==> src/rtl/riscv_pkg.sv <==
// Shared integer-core constants and the writeback request record used by the
// register-file write-side logic.
package riscv_pkg;

  localparam int NUM_REGS   = 32;
  localparam int REG_ADDR_W = 5;
  localparam int XLEN       = 32;

  typedef struct packed {
    logic [REG_ADDR_W-1:0] rd;
    logic [XLEN-1:0]       wd;
  } wb_req_t;

  // Writes to x0 are architecturally discarded.
  function automatic logic is_x0(input logic [REG_ADDR_W-1:0] addr);
    return addr == '0;
  endfunction

endpackage

==> src/rtl/wb_fifo.sv <==
// Small synchronous FIFO of writeback requests; depth need not be a power of two.
// Push while full and pop while empty are ignored.
module wb_fifo
  import riscv_pkg::*;
#(
  parameter  int FIFO_DEPTH = 2,
  localparam int CNT_W      = $clog2(FIFO_DEPTH + 1),
  localparam int PTR_W      = (FIFO_DEPTH > 1) ? $clog2(FIFO_DEPTH) : 1
) (
  input  logic             clk,
  input  logic             reset,
  input  logic             push,
  input  logic             pop,
  input  wb_req_t          din,
  output wb_req_t          dout,
  output logic             empty,
  output logic             full,
  output logic [CNT_W-1:0] count
);

  logic [PTR_W-1:0] r_wr_ptr;
  logic [PTR_W-1:0] r_rd_ptr;
  logic [CNT_W-1:0] r_count;
  wb_req_t          r_mem [FIFO_DEPTH];

  logic w_push;
  logic w_pop;

  function automatic logic [PTR_W-1:0] next_ptr(input logic [PTR_W-1:0] ptr);
    return (ptr == PTR_W'(FIFO_DEPTH - 1)) ? '0 : ptr + PTR_W'(1);
  endfunction

  assign empty  = (r_count == '0);
  assign full   = (r_count == CNT_W'(FIFO_DEPTH));
  assign count  = r_count;
  assign dout   = r_mem[r_rd_ptr];
  assign w_push = push && !full;
  assign w_pop  = pop && !empty;

  // NOTE: sequential state uses non-blocking assignments so every register
  // samples the pre-edge values regardless of statement order.
  always_ff @(posedge clk) begin
    if (reset) begin
      r_wr_ptr <= '0;
      r_rd_ptr <= '0;
      r_count  <= '0;
    end else begin
      if (w_push) r_wr_ptr <= next_ptr(r_wr_ptr);
      if (w_pop)  r_rd_ptr <= next_ptr(r_rd_ptr);
      case ({w_push, w_pop})
        2'b10:   r_count <= r_count + CNT_W'(1);
        2'b01:   r_count <= r_count - CNT_W'(1);
        default: r_count <= r_count;
      endcase
    end
  end

  // NOTE: the storage array is deliberately not reset; validity is defined
  // solely by the pointers and count, and a reset-free array maps to RAM/LUTRAM.
  always_ff @(posedge clk) begin
    if (w_push) r_mem[r_wr_ptr] <= din;
  end

endmodule

==> src/rtl/reg_write_ctrl.sv <==
// Register-file write-port arbiter: pipeline writeback first, then buffered
// long-latency results, then a direct bypass; plus the pending-write scoreboard.
module reg_write_ctrl
  import riscv_pkg::wb_req_t, riscv_pkg::REG_ADDR_W, riscv_pkg::NUM_REGS, riscv_pkg::is_x0;
#(
  parameter int XLEN       = riscv_pkg::XLEN,
  parameter int FIFO_DEPTH = 2
) (
  input  logic                  clk,
  input  logic                  reset,
  input  logic                  pipe_we,
  input  logic [REG_ADDR_W-1:0] pipe_rd,
  input  logic [XLEN-1:0]       pipe_wd,
  input  logic                  mc_issue,
  input  logic [REG_ADDR_W-1:0] mc_issue_rd,
  input  logic                  mc_valid,
  output logic                  mc_ready,
  input  logic [REG_ADDR_W-1:0] mc_rd,
  input  logic [XLEN-1:0]       mc_wd,
  input  logic [REG_ADDR_W-1:0] q_a1,
  input  logic [REG_ADDR_W-1:0] q_a2,
  input  logic [REG_ADDR_W-1:0] q_a3,
  output logic                  busy1,
  output logic                  busy2,
  output logic                  busy3,
  output logic                  rf_we,
  output logic [REG_ADDR_W-1:0] rf_a3,
  output logic [XLEN-1:0]       rf_wd
);

  localparam int CNT_W = $clog2(FIFO_DEPTH + 1);

  typedef enum logic [1:0] {
    SRC_NONE,
    SRC_PIPE,
    SRC_FIFO,
    SRC_BYPASS
  } wr_src_e;

  logic [NUM_REGS-1:1]   r_sb;
  logic [NUM_REGS-1:1]   w_sb_next;
  logic [NUM_REGS-1:0]   w_sb_full;

  wb_req_t               w_push_req;
  wb_req_t               w_head;
  logic                  w_empty;
  logic                  w_full;
  logic [CNT_W-1:0]      w_count;
  logic                  w_push;
  logic                  w_pop;

  wr_src_e               w_src;
  logic                  w_sel_ll;
  logic [REG_ADDR_W-1:0] w_sel_rd;
  logic [XLEN-1:0]       w_sel_wd;
  logic                  w_ll_we;

  assign mc_ready   = !reset && (w_count < CNT_W'(FIFO_DEPTH));
  assign w_push_req = '{rd: mc_rd, wd: mc_wd};

  always_comb begin
    w_src = SRC_NONE;
    if (!reset) begin
      if (pipe_we)                    w_src = SRC_PIPE;
      else if (!w_empty)              w_src = SRC_FIFO;
      else if (mc_valid && mc_ready)  w_src = SRC_BYPASS;
    end
  end

  always_comb begin
    w_sel_rd = '0;
    w_sel_wd = '0;
    w_sel_ll = 1'b0;
    unique case (w_src)
      SRC_PIPE: begin
        w_sel_rd = pipe_rd;
        w_sel_wd = pipe_wd;
      end
      SRC_FIFO: begin
        w_sel_rd = w_head.rd;
        w_sel_wd = w_head.wd;
        w_sel_ll = 1'b1;
      end
      SRC_BYPASS: begin
        w_sel_rd = mc_rd;
        w_sel_wd = mc_wd;
        w_sel_ll = 1'b1;
      end
      default: ;
    endcase
  end

  // A result claimed by the bypass path is written now and never enqueued.
  assign w_pop  = (w_src == SRC_FIFO);
  assign w_push = mc_valid && mc_ready && (w_src != SRC_BYPASS);

  assign rf_we   = (w_src != SRC_NONE) && !is_x0(w_sel_rd);
  assign rf_a3   = w_sel_rd;
  assign rf_wd   = w_sel_wd;
  assign w_ll_we = rf_we && w_sel_ll;

  wb_fifo #(
    .FIFO_DEPTH (FIFO_DEPTH)
  ) u_wb_fifo (
    .clk   (clk),
    .reset (reset),
    .push  (w_push),
    .pop   (w_pop),
    .din   (w_push_req),
    .dout  (w_head),
    .empty (w_empty),
    .full  (w_full),
    .count (w_count)
  );

  // NOTE: combinational next-state uses blocking assignments with a default
  // first, so no latch is inferred and the later set overrides an earlier clear.
  always_comb begin
    w_sb_next = r_sb;
    for (int i = 1; i < NUM_REGS; i++) begin
      if (w_ll_we && (w_sel_rd == REG_ADDR_W'(i))) w_sb_next[i] = 1'b0;
      if (mc_issue && (mc_issue_rd == REG_ADDR_W'(i))) w_sb_next[i] = 1'b1;
    end
  end

  always_ff @(posedge clk) begin
    if (reset) r_sb <= '0;
    else       r_sb <= w_sb_next;
  end

  assign w_sb_full = {r_sb, 1'b0};

  // A long-latency write on the port this cycle lands before decode reads, so
  // that register is already reported free.
  assign busy1 = !reset && w_sb_full[q_a1] && !(w_ll_we && (rf_a3 == q_a1));
  assign busy2 = !reset && w_sb_full[q_a2] && !(w_ll_we && (rf_a3 == q_a2));
  assign busy3 = !reset && w_sb_full[q_a3] && !(w_ll_we && (rf_a3 == q_a3));

  logic w_unused;
  assign w_unused = w_full;

endmodule

==> config.mk <==
export PLATFORM = sky130hd
export DESIGN_NAME = reg_write_ctrl
export DESIGN_NICKNAME = d
export VERILOG_FILES = /design/src/rtl/riscv_pkg.sv /design/src/rtl/wb_fifo.sv /design/src/rtl/reg_write_ctrl.sv
export SDC_FILE = /design/constraint.sdc
export NUM_CORES = 1
export LEC_CHECK = 0
export ABC_AREA = 0
export CAP_MARGIN = 20
export CORE_MARGIN = 2
export CORE_UTILIZATION = 30
export DETAILED_ROUTE_END_ITERATION = 7
export SLEW_MARGIN = 20
export SYNTH_ARGS = -nofsm -noshare
export SYNTH_HDL_FRONTEND = slang
export SYNTH_SLANG_ARGS = --single-unit
==> constraint.sdc <==
create_clock -name clk -period 3.8 [get_ports clk]
set_clock_uncertainty 0.05 [all_clocks]
set_input_delay 0.57 -clock clk [delete_from_list [all_inputs] [get_ports clk]]
set_output_delay 0.57 -clock clk [all_outputs]
set_load 0.02 [all_outputs]
==> flow_summary.yaml <==
logic_synthesis:
  yosysUniqueCellTypes: 53
  synth_simple_gate_area_share_pct: 14.0
  synthCells: 543
  synth.net_count: 643
  synth.avg_cell_area_um2: 11.0
  synth.mux.area_fraction_pct: 16.2
  syn_area_um2: 5950
  synth_flop_cell: "edfxtp_1"
  yosys_warnings: 0
  synth_area_leaders: "edfxtp_1 (37%), dfxtp_1 (12%), mux4_2 (8.7%)"
  synth_top_family_by_area: "multiplexers"
  ys_async_sr_fraction_pct: 0
  synth_top_area_cell: "edfxtp_1"
  yosys_register_bits: 110
  synth_xor_area_share_pct: 2.06
  synth_compound_area_share_pct: 14.8
  yosysTopAreaCellShare_pct: 37.3
  synth_fa_ha_area_share_pct: 0.210
  seq_area_frac_synth_pct: 49.4
  synth_edf_count: 74
status:
  status: "complete, no violations"
route:
  drc_errors: 0
  totalWireLength_um: 18200
  vias: 5092
  firstDrtPassIters: 4
  wl_per_cell_um: 18.5
  drtIter0Drc: 249
  antenna_left: 0
  viasPerCell: 5.19
clock_tree:
  ctsHoldBuffers: 0
  cts_tree: "built"
  post_cts_buffers: 0
  cts_max_level: 3
  clock_latency_ns: 0.35
  cts_root_buf: "clkbuf_16"
  path_clk_slew_ns: 0.08
  numCtsBuffers: 9
  clock_path_buffers: 2
  cts.sink_count: 110
setup_path:
  arrival_ns: 3.00
  path_max_fanout: 5
  crit_buf_inv: 4
  cp.required_ns: 3.18
  reg2reg_depth: 8
  critPathLaunchType: "input port"
  timing.rr.start: "u_wb_fifo.count[1]$_SDFFE_PP0P_"
  crit_chain: "clkdlybuf4s50_1, nor2b_1, and2_1, a221oi_4, inv_4, o41a_1, buf_4, nor2b_1, a211o_1, dlygate4sd2_1"
  crit_top_cell: "nor2b_1"
  slowest_stage: "clkdlybuf4s50_1"
  rrSetupSlack_ns: 1.55
  max_stage_delay_ns: 0.56
  r2r-end: "r_sb[14]$_SDFFE_PP0P_"
  end_kind: "primary output"
  crit_family: "buffers and inverters"
  setup.worst_path.class: "input port to primary output"
sta:
  worst_hold_slack_ns: 0.462
  slew_headroom_pct: 56.1
  finalHoldViolCount: 0
  tightest_slew_ns: 0.657
  setup_viol: 0
  rsz0062_at_grt: "false"
  fmax_mhz: 276
  fin_crit_ns: 3.62
  drv_slew: 0
  min_period_over_period_pct: 95.3
floorplan:
  die_area_um2: 21000
  pin_count: 141
  start_util_pct: 30.6
  die_w_um: 145
  die-height_um: 145
  core_area_um2: 19500
  rows: 51
hold_path:
  min-delay-start: "r_sb[7]$_SDFFE_PP0P_"
  hold_class: "flop to flop"
  min_to: "r_sb[7]$_SDFFE_PP0P_"
  holdPathStages: 2
placed_design:
  routabilityCongestion: 0.931
  dpl.hpwl_um: 13800
  io_buffers: 140
  place_inst: 966
  place_area_um2: 7960
global_routing:
  grt_pass1_wl_um: 27500
  grt_pass1_vias: 5006
  grt_max_degree: 38
  grt_overflow: 0
  antenna_found_initial: 1
  grtUsageTotal_pct: 17.2
job:
  maxCapViolations: 0
layout:
  finalNetCount: 812
  final_common_cell: "clkdlybuf4s50_1"
  n_antenna_cell: 0
  syn_to_final_growth_pct: 39.1
  drive_above_1_share_pct: 16.7
  final_area_um2: 8280
  layoutNonFillerInstCount: 982
  final_core_util_pct: 42.6
  layout_common_cells: "clkdlybuf4s50_1 (136), nor2_1 (79), edfxtp_1 (74)"
power:
  total_power_mw: 2.92
  powerDensity_nw_per_um2: 352
  p_leak_nw: 2.73
  ir_worst_vdd_uv: 201
-- registers in the layout (all words and copies together), names as in the netlist, named ones only --
register and cells:
u_wb_fifo.r_rd_ptr 1, u_wb_fifo.r_wr_ptr 1, u_wb_fifo.r_mem 74, u_wb_fifo.count 2
r_sb 31
-- worst max-delay path by stage --
stage / from / to / slack [ns] / cells after the start
floorplan: mc_valid / busy2 / 0.68 / 8
global placement: reset / busy3 / -0.30 / 9
detailed placement: reset / busy3 / -0.28 / 9
CTS: reset / rf_we / 0.003 / 9
global route: reset / busy3 / 0.05 / 11
finish: reset / busy3 / 0.18 / 10
-- synth_stat cells, types with 2 or more instances --
master and number:
mux2_2 6, dfxtp_1 36, a211o_1 2, a311oi_1 2, a21oi_1 36, or2_2 2
buf_2 6, inv_4 2, or3_1 6, nor2_1 81, and2_1 4, nor3b_1 4
o31ai_1 4, edfxtp_1 74, xnor2_1 13, nand4_1 4, a221oi_1 32, o22ai_1 2
a22oi_1 2, mux2i_1 35, mux4_2 23, buf_1 3, inv_1 5, nor3_1 4
a41oi_1 2, nand3_1 14, clkbuf_1 23, a221oi_4 2, buf_6 2, nand2_1 40
a2111oi_0 2, o21ai_0 29, o21ai_1 2, nand2b_1 5, inv_2 3, nor2b_1 14
-- final cells by class --
type / instances / area, um2
Multi-Input combinational cell: 388 / 2850
Sequential cell: 110 / 2940
Clock inverter: 7 / 81.3
Inverter: 10 / 42.5
Clock buffer: 9 / 225
Fill cell: 1854 / 11200
Tap cell: 265 / 332
Timing Repair Buffer: 193 / 1810
-- per-layer routing --
layer | part of all wire (%) | up-vias | GRT usage [%] | wire length, um
li1 | - | 2397 | - | -
met1 | 44 | 2467 | 23.2 | 7960
met2 | 47 | 206 | 28.1 | 8580
met3 | 7.4 | 20 | 3.55 | 1340
met4 | 1.6 | 2 | 5.26 | 286
met5 | 0.072 | - | 0 | 13
-- logic make-up (layout without fill, tap and decap cells) --
kind of cell	Yosys count	after routing
compound gates	124	124
flops	110	110
fa+ha+maj	1	1
mux	66	66
buf+inv	45	219
xor+xnor	14	14
simple gates	183	183
-- worst reg2reg max path, delay by kind of cell, from the launching register on --
kind	cells	cell delay (ns)
AO/OA/AOI/OAI	3	0.68
buffers and inverters	2	0.38
flip-flops	1	0.46
AND/OR/NAND/NOR	3	0.58
-- timing repair --
item                       4_1_cts  5_1_grt
cloned                           0        0
setup endpoints to repair        3        2
gates resized for setup          6        4
hold endpoints to repair         0        0
-- where the power goes --
| group | total [mW] | internal [mW] | switching (mW) | leakage (nW) |
|---|---|---|---|---|
| registers | 1.33 | 1.31 | 0.0164 | 0.964 |
| clock network | 0.960 | 0.473 | 0.486 | 0.150 |
| logic | 0.626 | 0.308 | 0.318 | 1.62 |
-- per-stage QoR --
stage | TNS [ns] | setup slack, ns
after floorplan | 0 | 0.681
after global placement | -0.549 | -0.298
after detailed placement | -0.536 | -0.275
after CTS | 0 | 0.00331
after global routing | 0 | 0.0486
final | 0 | 0.179
Note: power is estimated with default switching activity, not from simulation.
